--- config.mk ---
export PLATFORM = sky130hd
export DESIGN_NAME = mem_access_stage
export DESIGN_NICKNAME = d
export VERILOG_FILES = /design/src/rtl/mem_access_stage.sv
export SDC_FILE = /design/constraint.sdc
export NUM_CORES = 1
export LEC_CHECK = 0
export ABC_AREA = 1
export CORE_UTILIZATION = 42
export CTS_CLUSTER_SIZE = 12
export DETAILED_ROUTE_END_ITERATION = 7
export GPL_ROUTABILITY_DRIVEN = 0
export PLACE_DENSITY = 0.9
export SYNTH_ARGS = -nofsm -noshare
export SYNTH_HDL_FRONTEND = slang
export SYNTH_SLANG_ARGS = --single-unit
--- constraint.sdc ---
create_clock -name clk -period 1.9 [get_ports clk]
set_clock_uncertainty 0.2 [all_clocks]
set_input_delay 0.285 -clock clk [delete_from_list [all_inputs] [get_ports clk]]
set_output_delay 0.285 -clock clk [all_outputs]
set_load 0.02 [all_outputs]
--- src/rtl/mem_access_stage.sv ---
// -----------------------------------------------------------------------------
// mem_access_stage
// Memory-access pipeline stage. Non-memory results pass straight to writeback
// one cycle later. Legal word loads/stores are issued as a registered memory
// request and the stage waits (stalling upstream) for memAck or a timeout.
// Misaligned or contradictory (load+store) memory ops raise memErr instead.
//
// Ports
//   clk, rst_n            clock, asynchronous active-low reset
//   inValid               execute-stage result valid this cycle
//   isLoad / isStore      word load / word store
//   aluOut                byte address for memory ops, writeback value otherwise
//   storeData             store data
//   destReg / wbEnIn      writeback register index / register write enable
//   stall                 combinational hold request to upstream
//   memReq/memWe/memAddr/memWData   registered memory request
//   memAck / memRData     memory completion / read data
//   wbValid/wbReg/wbData  registered one-cycle writeback
//   memErr                registered one-cycle error pulse
// -----------------------------------------------------------------------------
module mem_access_stage #(
    parameter int DBITS    = 32,
    parameter int REG_BITS = 4,
    parameter int TIMEOUT  = 15
) (
    input  logic                clk,
    input  logic                rst_n,
    input  logic                inValid,
    input  logic                isLoad,
    input  logic                isStore,
    input  logic [DBITS-1:0]    aluOut,
    input  logic [DBITS-1:0]    storeData,
    input  logic [REG_BITS-1:0] destReg,
    input  logic                wbEnIn,
    output logic                stall,
    output logic                memReq,
    output logic                memWe,
    output logic [DBITS-1:0]    memAddr,
    output logic [DBITS-1:0]    memWData,
    input  logic                memAck,
    input  logic [DBITS-1:0]    memRData,
    output logic                wbValid,
    output logic [REG_BITS-1:0] wbReg,
    output logic [DBITS-1:0]    wbData,
    output logic                memErr
);

    localparam int CW = (TIMEOUT > 1) ? $clog2(TIMEOUT + 1) : 1;
    localparam logic [CW-1:0] CNT_LAST = CW'(TIMEOUT - 1);

    typedef enum logic {
        ST_IDLE = 1'b0,
        ST_WAIT = 1'b1
    } state_t;

    state_t              state_q, state_d;
    logic [CW-1:0]       cnt_q, cnt_d;
    logic                mem_req_q, mem_req_d;
    logic                mem_we_q, mem_we_d;
    logic [DBITS-1:0]    mem_addr_q, mem_addr_d;
    logic [DBITS-1:0]    mem_wdata_q, mem_wdata_d;
    logic                wb_valid_q, wb_valid_d;
    logic [REG_BITS-1:0] wb_reg_q, wb_reg_d;
    logic [DBITS-1:0]    wb_data_q, wb_data_d;
    logic                mem_err_q, mem_err_d;
    logic                is_load_q, is_load_d;
    logic [REG_BITS-1:0] ld_reg_q, ld_reg_d;

    logic                mem_op_s;
    logic                legal_s;
    logic                timeout_s;

    // Decode of the incoming instruction and the timeout condition.
    always_comb begin
        mem_op_s  = inValid & (isLoad | isStore);
        legal_s   = mem_op_s & (aluOut[1:0] == 2'b00) & ~(isLoad & isStore);
        timeout_s = (state_q == ST_WAIT) & ~memAck & (cnt_q == CNT_LAST);
    end

    // Upstream hold: raised while a legal op is accepted and while waiting;
    // released on the ack cycle and on the final (timing-out) wait cycle so the
    // held instruction retires exactly once.
    always_comb begin
        stall = 1'b0;
        case (state_q)
            ST_IDLE: stall = legal_s;
            ST_WAIT: stall = ~memAck & ~timeout_s;
            default: stall = 1'b0;
        endcase
    end

    // Next-state and next-output logic.
    always_comb begin
        state_d     = state_q;
        cnt_d       = cnt_q;
        mem_req_d   = mem_req_q;
        mem_we_d    = mem_we_q;
        mem_addr_d  = mem_addr_q;
        mem_wdata_d = mem_wdata_q;
        wb_valid_d  = 1'b0;
        wb_reg_d    = wb_reg_q;
        wb_data_d   = wb_data_q;
        mem_err_d   = 1'b0;
        is_load_d   = is_load_q;
        ld_reg_d    = ld_reg_q;
        case (state_q)
            ST_IDLE: begin
                if (legal_s) begin
                    state_d     = ST_WAIT;
                    cnt_d       = '0;
                    mem_req_d   = 1'b1;
                    mem_we_d    = isStore;
                    mem_addr_d  = aluOut;
                    mem_wdata_d = storeData;
                    is_load_d   = isLoad;
                    ld_reg_d    = destReg;
                end else if (mem_op_s) begin
                    // Illegal memory op: no request, error pulse only.
                    mem_err_d   = 1'b1;
                end else begin
                    wb_valid_d  = inValid & wbEnIn;
                    wb_data_d   = aluOut;
                    wb_reg_d    = destReg;
                end
            end
            ST_WAIT: begin
                // Ack is tested first so it wins over a same-cycle timeout.
                if (memAck) begin
                    state_d    = ST_IDLE;
                    mem_req_d  = 1'b0;
                    if (is_load_q) begin
                        wb_valid_d = 1'b1;
                        wb_data_d  = memRData;
                        wb_reg_d   = ld_reg_q;
                    end else begin
                        wb_valid_d = 1'b0;
                    end
                end else if (timeout_s) begin
                    state_d   = ST_IDLE;
                    mem_req_d = 1'b0;
                    mem_err_d = 1'b1;
                end else begin
                    cnt_d = cnt_q + CW'(1);
                end
            end
            default: begin
                state_d   = ST_IDLE;
                mem_req_d = 1'b0;
            end
        endcase
    end

    // State and output registers.
    always_ff @(posedge clk or negedge rst_n) begin
        if (!rst_n) begin
            state_q     <= ST_IDLE;
            cnt_q       <= '0;
            mem_req_q   <= 1'b0;
            mem_we_q    <= 1'b0;
            mem_addr_q  <= '0;
            mem_wdata_q <= '0;
            wb_valid_q  <= 1'b0;
            wb_reg_q    <= '0;
            wb_data_q   <= '0;
            mem_err_q   <= 1'b0;
            is_load_q   <= 1'b0;
            ld_reg_q    <= '0;
        end else begin
            state_q     <= state_d;
            cnt_q       <= cnt_d;
            mem_req_q   <= mem_req_d;
            mem_we_q    <= mem_we_d;
            mem_addr_q  <= mem_addr_d;
            mem_wdata_q <= mem_wdata_d;
            wb_valid_q  <= wb_valid_d;
            wb_reg_q    <= wb_reg_d;
            wb_data_q   <= wb_data_d;
            mem_err_q   <= mem_err_d;
            is_load_q   <= is_load_d;
            ld_reg_q    <= ld_reg_d;
        end
    end

    assign memReq   = mem_req_q;
    assign memWe    = mem_we_q;
    assign memAddr  = mem_addr_q;
    assign memWData = mem_wdata_q;
    assign wbValid  = wb_valid_q;
    assign wbReg    = wb_reg_q;
    assign wbData   = wb_data_q;
    assign memErr   = mem_err_q;

endmodule

==> flow_summary.json <==
{
  "status": "complete, no violations",
  "cp_data_arrival_time_ns": 1.38,
  "die_h_um": 111,
  "initial_core_util_pct": 43.3,
  "hold_viol": 0,
  "postRouteAntennaNets": 0,
  "routed_wl_um": 14500,
  "regArea_mm2": 0.00285,
  "ys_seq_elements": 114,
  "grt_pass1_vias": 4921,
  "synth_nets": 718,
  "setup_viol_count_final": 0,
  "num_antenna_cells": 0,
  "grt_overflow_total": 0,
  "wl_per_cell_um": 14.5,
  "antenna_found_initial": 0,
  "cp-end-kind": "output pin",
  "p_per_area_mw_per_mm2": 1070,
  "multi_input_area_mm2": 0.00186,
  "synth_area_mm2": 0.00496,
  "final_cell_count_no_fill": 995,
  "clock-sinks": 114,
  "clkLatencyLatePin_ns": 0.41,
  "maxCapViolCount": 0,
  "grt_setup_unrepaired": "yes",
  "slew_viol_final": 0,
  "track_usage_pct": 24.7,
  "holdWs_ns": 0.128,
  "row_count": 39,
  "drt_iter0_drc": 216,
  "fin_util_pct": 70.6,
  "leakage_nw": 4.34,
  "cp_data_required_time_ns": 1.41,
  "total_power_mw": 8.69,
  "cts_tree": "yes",
  "die_w_um": 111,
  "path_delay_family": "buffers and inverters",
  "worst_pin_slew_ns": 0.484,
  "root_buffer": "clkbuf_16",
  "synth.avg_cell_area_um2": 8.14,
  "io_pins": 212,
  "timing.critical_path.cells": "clkdlybuf4s50_1",
  "slew-limit-headroom_pct": 67.7,
  "coreArea_mm2": 0.0115,
  "ys_warn_count": 0,
  "portBuffers": 211,
  "dp.final_hpwl_um": 9910,
  "drc": 0,
  "start_kind": "flip-flop",
  "critPathMaxStageDelay_ns": 0.62,
  "clk_pin_slew_ns": 0.05,
  "synth_top_area_cell": "dfrtp_1",
  "worst-path-max-fanout": 2,
  "cp_num_buf_inv": 1,
  "ys_top_cells_by_area": "dfrtp_1 58%, nand2_1 26%, nand3_1 4.5%",
  "drive_gt1_share_pct": 9.62,
  "die-area_mm2": 0.0122,
  "placedCellCount": 958,
  "area_delta_synth_final_pct": 63.2,
  "synthesis.instances": 609,
  "vias": 4827,
  "grt_pass1_wl_um": 23900,
  "htreeDepth": 4,
  "drtPass1Iterations": 4,
  "critPathKind": "reg2out",
  "grt_max_degree": 78,
  "cts_buffers": 17,
  "netlist.area_leader.share_pct": 57.5,
  "fin_crit_ns": 1.87,
  "worst_path_max_delay_cell": "clkdlybuf4s50_1",
  "synth_seq_area_share_pct": 57.5,
  "drt-vias-per-instance": 4.85,
  "min-delay-path-class": "in2async",
  "finalInstanceArea_mm2": 0.00809,
  "nFillCells": 866,
  "min_period_over_period_pct": 98.2,
  "synth_cell_types": 22,
  "placed_area_mm2": 0.00734,
  "ir_drop_v": 0.000629,
  "nNetsFinal": 948,
  "fmax_ghz": 0.536,
  "cts_max_path_buffers": 2
}
## cell families (layout without fill, tap and decap cells)
family / after synthesis / after routing / synth area share [%]
flops: 114 / 114 / 57.5
buf+inv: 56 / 299 / 6.23
xor+xnor: 1 / 1 / 0.177
compound gates: 28 / 28 / 2.90
simple gates: 408 / 408 / 32.7
fa+ha+maj: 2 / 2 / 0.504
## per-stage QoR
step	TNS [ns]	setup slack (ns)
final	0	0.0345
after global routing	-0.0297	-0.0297
after CTS	-0.0747	-0.0747
after detailed placement	-28.30	-0.601
after global placement	-27.44	-0.567
after floorplan	0	0.311
## layout by cell type, fill, tap and decap left out, types with 3 or more instances in the layout
| cell type | instances |
|---|---|
| inv_2 | 3 |
| buf_4 | 28 |
| clkinv_2 | 5 |
| clkdlybuf4s50_1 | 179 |
| clkinv_4 | 4 |
| dlymetal6s2s_1 | 29 |
| bufinv_16 | 3 |
| nor2_1 | 7 |
| nand2_1 | 348 |
| o21ai_0 | 25 |
| inv_1 | 18 |
| buf_12 | 6 |
| dfrtp_1 | 114 |
| clkbuf_16 | 17 |
| nand3_1 | 42 |
## power by group
part / total (mW) / switching (mW) / internal [mW]
clock network: 3.17 / 1.12 / 2.05
registers: 3.11 / 0.237 / 2.87
logic: 2.40 / 1.25 / 1.16
## final timing paths
path | startpoint | to | slack [ns] | depth (start not counted)
worst max-delay path | memAddr[25] | memAddr[25] | 0.03 | 1
min in group clk | storeData[26] | memWData[26] | 0.21 | 3
worst max register to register | state_q | wbData[9] | 0.13 | 6
worst min register to register | memAddr[16] | memAddr[16] | 0.28 | 2
max in group asynchronous | rst_n | memWData[20] | 0.80 | 3
worst min-delay path | rst_n | memAddr[17] | 0.13 | 2
## layer usage
| layer | wire (um) | global-route usage (%) | vias to the layer above |
|---|---|---|---|
| met2 | 7170 | 41.4 | 196 |
| met1 | 5880 | 29.4 | 2263 |
| met4 | 382 | 11.2 | 0 |
| li1 | - | - | 2338 |
| met5 | 0 | 0 | - |
| met3 | 1020 | 7.16 | 30 |
## cells in the mapped netlist, drive strengths merged
cell type / n
nand2: 350
dfrtp: 114
nand3: 46
buf: 32
o21ai: 26
inv: 21
nor2: 11
clkbuf: 3
ha: 2
nand3b: 1
o21bai: 1
o22ai: 1
xnor2: 1
## area by class of cell
| cell class | count | share of cell area, % |
|---|---|---|
| sequential | 114 | 35.3 |
| timing repair buffer | 246 | 31.2 |
| multi-input combinational | 439 | 23.0 |
| clock buffer | 18 | 5.30 |
| tap | 143 | 2.21 |
| clock inverter | 14 | 2.04 |
| inverter | 21 | 0.974 |
## state kept, by name (all words and copies together), names as in the netlist
register	count
wbData	32
wbValid	1
wbReg	4
memWData	32
is_load_q	1
state_q	1
memAddr	32
cnt_q	4
memWe	1
ld_reg_q	4
memReq	1
memErr	1
## what timing repair did
item	in CTS	in global routing
endpoints found under the setup margin	3	31
pin swaps	1	2
resized for setup	11	37
buffers inserted	0	4
endpoints found under the hold margin	114	0
hold buffers	1	0
(Power assumes the default switching activity.)
